==> config.mk <==
export PLATFORM = sky130hd
export DESIGN_NAME = shift_deser_flat
export DESIGN_NICKNAME = d
export VERILOG_FILES = /design/src/rtl/shift_pkg.sv /design/src/rtl/shift_deser_if.sv /design/src/rtl/shift_deser_out_reg.sv /design/src/rtl/shift_deser.sv /design/src/flat_wrapper.sv
export SDC_FILE = /design/constraint.sdc
export NUM_CORES = 1
export LEC_CHECK = 0
export ABC_AREA = 1
export BUFFER_PORTS_ARGS = -buffer_cell sky130_fd_sc_hd__buf_2
export CAP_MARGIN = 20
export CORE_MARGIN = 4
export CORE_UTILIZATION = 30
export CTS_CLUSTER_SIZE = 10
export DETAILED_ROUTE_END_ITERATION = 16
export GPL_ROUTABILITY_DRIVEN = 0
export MAX_ROUTING_LAYER = met4
export PLACE_DENSITY_LB_ADDON = 0.12
export SETUP_SLACK_MARGIN = 0.05
export SLEW_MARGIN = 0
export SYNTH_ARGS = -nofsm -noshare
export SYNTH_HDL_FRONTEND = slang
export SYNTH_HIERARCHICAL = 1
export SYNTH_SLANG_ARGS = --single-unit
==> constraint.sdc <==
create_clock -name clk -period 1.5 [get_ports clk]
set_input_delay 0.3 -clock clk [delete_from_list [all_inputs] [get_ports clk]]
set_output_delay 0.3 -clock clk [all_outputs]
set_load 0.03 [all_outputs]
==> src/rtl/shift_pkg.sv <==
// Shared definitions for the shifter family: direction encoding and the
// deserializer's frame state.
package shift_pkg;

  localparam logic DIR_RIGHT = 1'b0;
  localparam logic DIR_LEFT  = 1'b1;

  typedef enum logic {
    IDLE  = 1'b0,
    SHIFT = 1'b1
  } state_t;

endpackage

==> src/rtl/shift_deser_if.sv <==
// Serial input stream plus parallel-word valid/ready output of the deserializer.
interface shift_deser_if #(
  parameter int WIDTH = 8
);

  logic             in_valid;
  logic             in_bit;
  logic             d;
  logic             clear;
  logic             out_ready;
  logic [WIDTH-1:0] y;
  logic             out_valid;
  logic             busy;
  logic             overrun;

  modport master (
    output in_valid, in_bit, d, clear, out_ready,
    input  y, out_valid, busy, overrun
  );

  modport slave (
    input  in_valid, in_bit, d, clear, out_ready,
    output y, out_valid, busy, overrun
  );

endinterface

==> src/rtl/shift_deser_out_reg.sv <==
// Output holding register: loads completed words, handshakes them out, and
// flags words lost while a previous one is still unconsumed.
module shift_out_reg #(
  parameter int WIDTH = 8
) (
  input  logic             clk,
  input  logic             rst_n,
  input  logic             i_clear,
  input  logic             i_load,
  input  logic [WIDTH-1:0] i_word,
  input  logic             i_ready,
  output logic [WIDTH-1:0] o_y,
  output logic             o_valid,
  output logic             o_overrun
);

  logic [WIDTH-1:0] r_y;
  logic             r_valid;
  logic             r_overrun;

  // Word/valid register; a load may coincide with the consumer taking the old word.
  always_ff @(posedge clk or negedge rst_n) begin
    if (!rst_n) begin
      r_y     <= {WIDTH{1'b0}};
      r_valid <= 1'b0;
    end else if (i_load && (!r_valid || i_ready)) begin
      r_y     <= i_word;
      r_valid <= 1'b1;
    end else if (r_valid && i_ready) begin
      r_valid <= 1'b0;
    end else begin
      r_valid <= r_valid;
    end
  end

  // Sticky overrun flag; only a frame clear releases it.
  always_ff @(posedge clk or negedge rst_n) begin
    if (!rst_n) begin
      r_overrun <= 1'b0;
    end else if (i_clear) begin
      r_overrun <= 1'b0;
    end else if (i_load && r_valid && !i_ready) begin
      r_overrun <= 1'b1;
    end else begin
      r_overrun <= r_overrun;
    end
  end

  assign o_y       = r_y;
  assign o_valid   = r_valid;
  assign o_overrun = r_overrun;

endmodule

==> src/rtl/shift_deser.sv <==
// Serial-in/parallel-out deserializer: rebuilds WIDTH-bit words MSB- or
// LSB-first, with the direction chosen per frame on its first bit.
module shift_deser
  import shift_pkg::*;
#(
  parameter int WIDTH = 8,
  parameter int CNT_W = $clog2(WIDTH)
) (
  input  logic          clk,
  input  logic          rst_n,
  shift_deser_if.slave  bus
);

  state_t           r_state, w_state_nxt;
  logic [WIDTH-1:0] r_sr, w_sr_nxt, w_shifted;
  logic [CNT_W-1:0] r_cnt, w_cnt_nxt;
  logic             r_dir, w_dir_nxt, w_dir_eff, w_done, r_busy;
  logic [WIDTH-1:0] w_y;
  logic             w_out_valid, w_overrun;

  // Shift datapath; the live d input steers only the first bit of a frame.
  always_comb begin
    w_dir_eff = (r_state == IDLE) ? bus.d : r_dir;
    if (w_dir_eff == DIR_LEFT) begin
      w_shifted = {r_sr[WIDTH-2:0], bus.in_bit};
    end else begin
      w_shifted = {bus.in_bit, r_sr[WIDTH-1:1]};
    end
  end

  // Frame FSM next-state; clear outranks an accepted bit.
  always_comb begin
    w_state_nxt = r_state;
    w_sr_nxt    = r_sr;
    w_cnt_nxt   = r_cnt;
    w_dir_nxt   = r_dir;
    w_done      = 1'b0;
    if (bus.clear) begin
      w_state_nxt = IDLE;
      w_sr_nxt    = {WIDTH{1'b0}};
      w_cnt_nxt   = {CNT_W{1'b0}};
    end else if (bus.in_valid) begin
      case (r_state)
        IDLE: begin
          w_dir_nxt   = bus.d;
          w_sr_nxt    = w_shifted;
          w_cnt_nxt   = CNT_W'(1);
          w_state_nxt = SHIFT;
        end
        SHIFT: begin
          w_sr_nxt = w_shifted;
          if (r_cnt == CNT_W'(WIDTH - 1)) begin
            w_cnt_nxt   = {CNT_W{1'b0}};
            w_state_nxt = IDLE;
            w_done      = 1'b1;
          end else begin
            w_cnt_nxt = r_cnt + CNT_W'(1);
          end
        end
        default: begin
          w_state_nxt = IDLE;
          w_sr_nxt    = {WIDTH{1'b0}};
          w_cnt_nxt   = {CNT_W{1'b0}};
        end
      endcase
    end else begin
      w_done = 1'b0;
    end
  end

  // Frame state registers; busy is registered from the next state.
  always_ff @(posedge clk or negedge rst_n) begin
    if (!rst_n) begin
      r_state <= IDLE;
      r_sr    <= {WIDTH{1'b0}};
      r_cnt   <= {CNT_W{1'b0}};
      r_dir   <= DIR_RIGHT;
      r_busy  <= 1'b0;
    end else begin
      r_state <= w_state_nxt;
      r_sr    <= w_sr_nxt;
      r_cnt   <= w_cnt_nxt;
      r_dir   <= w_dir_nxt;
      r_busy  <= (w_state_nxt == SHIFT);
    end
  end

  shift_out_reg #(.WIDTH(WIDTH)) u_out_reg (
    .clk       (clk),
    .rst_n     (rst_n),
    .i_clear   (bus.clear),
    .i_load    (w_done),
    .i_word    (w_sr_nxt),
    .i_ready   (bus.out_ready),
    .o_y       (w_y),
    .o_valid   (w_out_valid),
    .o_overrun (w_overrun)
  );

  assign bus.y         = w_y;
  assign bus.out_valid = w_out_valid;
  assign bus.overrun   = w_overrun;
  assign bus.busy      = r_busy;

endmodule
==> src/flat_wrapper.sv <==
// flat-port wrapper written by rule: the top's interface ports become plain ports
module shift_deser_flat import shift_pkg::*;
#(
  parameter int WIDTH = 8,
  parameter int CNT_W = $clog2(WIDTH)
)
  (clk, rst_n, bus_in_valid, bus_in_bit, bus_d, bus_clear, bus_out_ready, bus_y, bus_out_valid, bus_busy, bus_overrun);
  shift_deser_if #(.WIDTH(WIDTH)) bus_i ();
  input  logic clk;
  input  logic rst_n;
  input wire logic [$bits(bus_i.in_valid)-1:0] bus_in_valid;
  input wire logic [$bits(bus_i.in_bit)-1:0] bus_in_bit;
  input wire logic [$bits(bus_i.d)-1:0] bus_d;
  input wire logic [$bits(bus_i.clear)-1:0] bus_clear;
  input wire logic [$bits(bus_i.out_ready)-1:0] bus_out_ready;
  output wire logic [$bits(bus_i.y)-1:0] bus_y;
  output wire logic [$bits(bus_i.out_valid)-1:0] bus_out_valid;
  output wire logic [$bits(bus_i.busy)-1:0] bus_busy;
  output wire logic [$bits(bus_i.overrun)-1:0] bus_overrun;
  assign bus_i.in_valid = bus_in_valid;
  assign bus_i.in_bit = bus_in_bit;
  assign bus_i.d = bus_d;
  assign bus_i.clear = bus_clear;
  assign bus_i.out_ready = bus_out_ready;
  assign bus_y = bus_i.y;
  assign bus_out_valid = bus_i.out_valid;
  assign bus_busy = bus_i.busy;
  assign bus_overrun = bus_i.overrun;
  shift_deser #(.WIDTH(WIDTH), .CNT_W(CNT_W)) u_core (.clk(clk), .rst_n(rst_n), .bus(bus_i));
endmodule
Word-level counts from Yosys, hierarchy flattened:

Index checks and enable logic that the tools add are counted.

* bitwise logic cells: 2
* $lt $le $gt $ge: 0
* divide/modulo/power cells: 0
* add/sub/neg operators: 1
* reduce and logical (&&, ||, !) cells: 11
* shift operators: 0
* multiply operators: 0
* eq/ne operators: 1
* muxes and demuxes: 20

Operators with widths (number)
* $mux W8: 3
* $mux W1: 12
* $mux W3: 3
* $pmux W3 S2: 1
* $reduce_bool A2 Y1: 3
* $logic_and A1 B1 Y1: 4
* $add A3 B1 Y3 const B: 1
* $eq A3 B3 Y1 const B: 1
* $logic_not A1 Y1: 2
* $not A1 Y1: 2
* $pmux W1 S2: 1
* $reduce_and A2 Y1: 1
* $logic_or A1 B1 Y1: 1

* bits in writable memories: 0
* memories kept: 0
* bits in latches: 0
* output and inout port bits: 11
* input port bits: 7
* memory bits (read-only): 0
* flip-flop bits (word level): 23
* logic and storage cells: 42

Depth between registers and ports, before layout:

* word-level depth: 9
* gate-level depth with buffers: 9

Hierarchy:

Netlist, hierarchy kept.

Modules (own cells, without submodules)
* shift_deser: times used 1, sequential area each 325.3 um^2, area each 748.2 um^2, cells an instance 95
* shift_out_reg: times used 1, sequential area each 250.2 um^2, area each 405.4 um^2, cells an instance 42

Least setup slack after synthesis:

No wires, ideal clock.

* path kind: flip-flop to flip-flop
* start point: register u_core/bus.busy (netlist name)
* end point: register u_core.u_out_reg.r_y[0], in the netlist u_core/u_out_reg/o_y[0]
* setup time: 118 ps
* arrival time: 1197 ps
* buffers on the path: 2
* stages on the path, launching flop included: 8
* setup slack: 186 ps
* required time: 1382 ps
* cells stage by stage: dfrtp_1 buf_6 nand2_1 nor2_1 buf_6 nand2_4 nand2_1 nand2_1

RTL lines
* end signal: assignment: line shift_deser_out_reg.sv:24 `r_y <= {WIDTH{1'b0}};`
* end signal: assignment: line shift_deser_out_reg.sv:27 `r_y <= i_word;`
* end: declaration: line shift_deser_out_reg.sv:17 `logic [WIDTH-1:0] r_y;`

Final worst setup path:

* start point: register u_core.r_cnt[0]
* end point: register u_core.u_out_reg.r_y[3], in the netlist u_core/u_out_reg/o_y[3]

* word-level cells in the longest chain between the ends: 6

RTL lines
* start: declaration: line shift_deser.sv:16 `logic [CNT_W-1:0] r_cnt, w_cnt_nxt;`
* start signal: assignment: line shift_deser.sv:76 `r_cnt <= {CNT_W{1'b0}};`
* start signal: assignment: line shift_deser.sv:82 `r_cnt <= w_cnt_nxt;`
* $eq A3 B3 Y1: line shift_deser.sv:52 `if (r_cnt == CNT_W'(WIDTH - 1)) begin`
* $mux W1: line shift_deser.sv:52
* $mux W1: line shift_deser.sv:43 `case (r_state)`
* $mux W1: line shift_deser.sv:42 `end else if (bus.in_valid) begin`
* $mux W1: line shift_deser.sv:38 `if (bus.clear) begin`
* via u_core.w_done: line shift_deser.sv:17 `logic r_dir, w_dir_nxt, w_dir_eff, w_done, r_busy;`
* $logic_and A1 B1 Y1: line shift_deser_out_reg.sv:26 `end else if (i_load && (!r_valid || i_ready)) begin`

The timed path passes the listed nets, and every way through them passes these cells.
A chain may end at the register's enable or synchronous reset.

==> flow_summary.toml <==
[worst_setup_path]
ff2ff_setup_slack_ns = 0.12
start_kind = "flop"
crit_type = "reg2reg"
crit_fanout = 8
endpoint_kind = "flop"
reg2reg_depth = 7
cp.arrival_ns = 1.53
worstReg2RegStart = "u_core/r_cnt[0]$_DFFE_PN0P_"
timing.rr.end = "u_core/u_out_reg/o_y[3]$_DFFE_PN0P_"
worstPathRequired_ns = 1.65

[logic_synthesis]
ys_ff_latch = 23
avgSynthCellArea_um2 = 8.420
synth_cells = 137
synth_warnings = 6
synth_area_mm2 = 0.001154
seq_area_frac_synth_pct = 49.89
synth.distinct_cells = 14
syn_nets = 146

[cells_and_area]
final_common_cell = "nand2_1"
layout-drive-gt1-share_pct = 24.22
antenna_cells = 0
fin_cells = 209
fillers = 388
post-route-cell-area_mm2 = 0.001359
layout.cells.most_common_list = "nand2_1, nand3_1, dfrtp_1"
fin_util_pct = 36.84
syn2layout_area_growth_pct = 17.79
nets = 171

[clock_network]
cts.sinks = 23
hold_buffers = 0
htree_num_levels = 1
cts.clk_slew.worst_paths_ns = 0.08
clk_path_buf_depth = 2
clk_latency_ns = 0.26
cts_inserted_buffers = 3
cts_tree = "built"
cts-root-buf = "clkbuf_8"

[sta]
fin_crit_sh_pct = 91.70
slew_viol_final = 0
final-hold-violation-count = 0
slew_headroom_pct = 65.43
fmax_mhz = 727.0
finalSetupTns_ns = 0
worst_pin_slew_ns = 0.5186
finalSetupViolations = 0
clock_skew_ns = 0.0008665
fin_crit_ns = 1.376
grt_setup_unrepaired = "false"

[hold_path]
hold_path_class = "in2async"

[outcome]
status = "complete, no violations"

[grt]
grt_remaining_overflow = 0
grt_first_pass_wirelength_um = 4533
antenna_found_initial = 0
grt_usage_pct = 11.68
grt_max_degree = 24
grt_pass1_vias = 936

[routing]
vias = 950
finalWirelength_um = 2591
ant_nets = 0
wl_per_cell_um = 12.40
viasPerCell = 4.545
first_iter_violations = 56
drc_errors = 0
first_pass_iters = 4

[power]
ir_worst_vdd_mv = 0.4865
powerDensity_mw_per_mm2 = 908.1
leakagePower_nw = 0.7885

[floorplan]
dieWidth_um = 70.01
fp-row-count = 22
boundaryPins = 18
dieArea_mm2 = 0.004901
initial_core_util_pct = 31.28
die_h_um = 70.01
core_mm2 = 0.003689

[placement]
dpl.cell_count = 203
dpl_cell_area_mm2 = 0.001291
hpwlAfterDp_um = 1920
portBuffers = 17

[flow_run]
maxCapViolations = 0
worst max path at each step:
stage,from,endpoint,slack [ns],cells past startpoint
after floorplan,u_core/bus.busy$_DFFE_PN0P_,u_core/u_out_reg/o_y[0]$_DFFE_PN0P_,0.19,7
after global placement,u_core/r_cnt[0]$_DFFE_PN0P_,u_core/u_out_reg/o_y[3]$_DFFE_PN0P_,-0.14,7
after detailed placement,u_core/r_cnt[0]$_DFFE_PN0P_,u_core/u_out_reg/o_y[3]$_DFFE_PN0P_,-0.18,7
after CTS,u_core/r_cnt[0]$_DFFE_PN0P_,u_core/u_out_reg/o_y[2]$_DFFE_PN0P_,0.13,7
after global routing,u_core/r_cnt[1]$_DFFE_PN0P_,u_core/u_out_reg/o_y[3]$_DFFE_PN0P_,0.07,7
final,u_core/r_cnt[0]$_DFFE_PN0P_,u_core/u_out_reg/o_y[3]$_DFFE_PN0P_,0.12,7
flip-flops by register name, summed over array words and instances (netlist names):
register	count
u_core/r_sr	8
u_core/r_dir	1
u_core/bus.busy	1
u_core/u_out_reg/o_y	8
u_core/u_out_reg/o_valid	1
u_core/u_out_reg/o_overrun	1
u_core/r_cnt	3
cell usage after synthesis:
library cell | number | area share, %
inv_2 | 3 | 0.98
buf_6 | 4 | 3.9
o21ai_0 | 1 | 0.43
nand2_2 | 2 | 1.1
a21oi_1 | 1 | 0.43
nand2_1 | 44 | 14
nor2_2 | 1 | 0.54
ha_1 | 2 | 2.2
inv_1 | 13 | 4.2
nand2_4 | 4 | 3.9
nor2_8 | 1 | 1.7
dfrtp_1 | 23 | 50
nand3_1 | 37 | 16
nor2_1 | 1 | 0.33
metal layers:
| metal | up-vias | part of all wire, % | GRT usage [%] |
|---|---|---|---|
| met5 | - | 0 | - |
| met3 | 4 | 5.5 | 2.014 |
| li1 | 486 | - | - |
| met4 | 0 | 1.2 | 3.830 |
| met2 | 25 | 45 | 17.73 |
| met1 | 435 | 48 | 15.81 |
power breakdown:
part           switching, W  internal [W]
Combinational      0.000129     0.0000620
Sequential        0.0000159      0.000648
Clock              0.000189      0.000189
Total              0.000334      0.000900
worst max-delay path, stage by stage (launching register included):
cell and delay [ns]:
dfrtp_1 0.39, ha_1 0.20, ha_1 0.18, nand2_1 0.12, nor2_4 0.08, buf_4 0.14, nand3_1 0.08, nand2_1 0.06
timing repair:
| item | in CTS | in global routing |
|---|---|---|
| buffers inserted | 0 | 2 |
| setup endpoints to repair | 10 | 8 |
| pin swaps | 0 | 1 |
| gates resized for setup | 2 | 0 |
stage by stage:
stage / worst slack [ns] / hold WS (ns) / power (W)
2_1_floorplan: 0.1857 / 0.004409 / 0.0008065
3_3_place_gp: -0.1445 / 0.3140 / 0.0008677
3_5_place_dp: -0.1777 / 0.3087 / 0.0008685
4_1_cts: 0.1298 / 0.02289 / 0.001250
5_1_grt: 0.06541 / 0.04280 / 0.001300
6_report: 0.1245 / 0.005267 / 0.001234
kinds of logic (layout without fill, tap and decap cells):
kind of cell	count (synthesis)	after routing	synth area share [%]
AO/OA/AOI/OAI	2	2	0.8668
adder cells (fa/ha/maj)	2	2	2.169
buffers and inverters	20	44	9.111
flip-flops	23	23	49.89
AND/OR/NAND/NOR	90	90	37.96
area by class of cell:
class | instances | area (um^2) | share of cell area [%]
flip-flops and latches | 23 | 575.6 | 42.36
multi-input cells | 94 | 480.5 | 35.36
repair buffers | 24 | 137.6 | 10.13
inverters | 16 | 60.06 | 4.420
well taps | 48 | 60.06 | 4.420
clock buffers | 4 | 45.04 | 3.315
No activity file was read; power rests on OpenSTA's default activity.
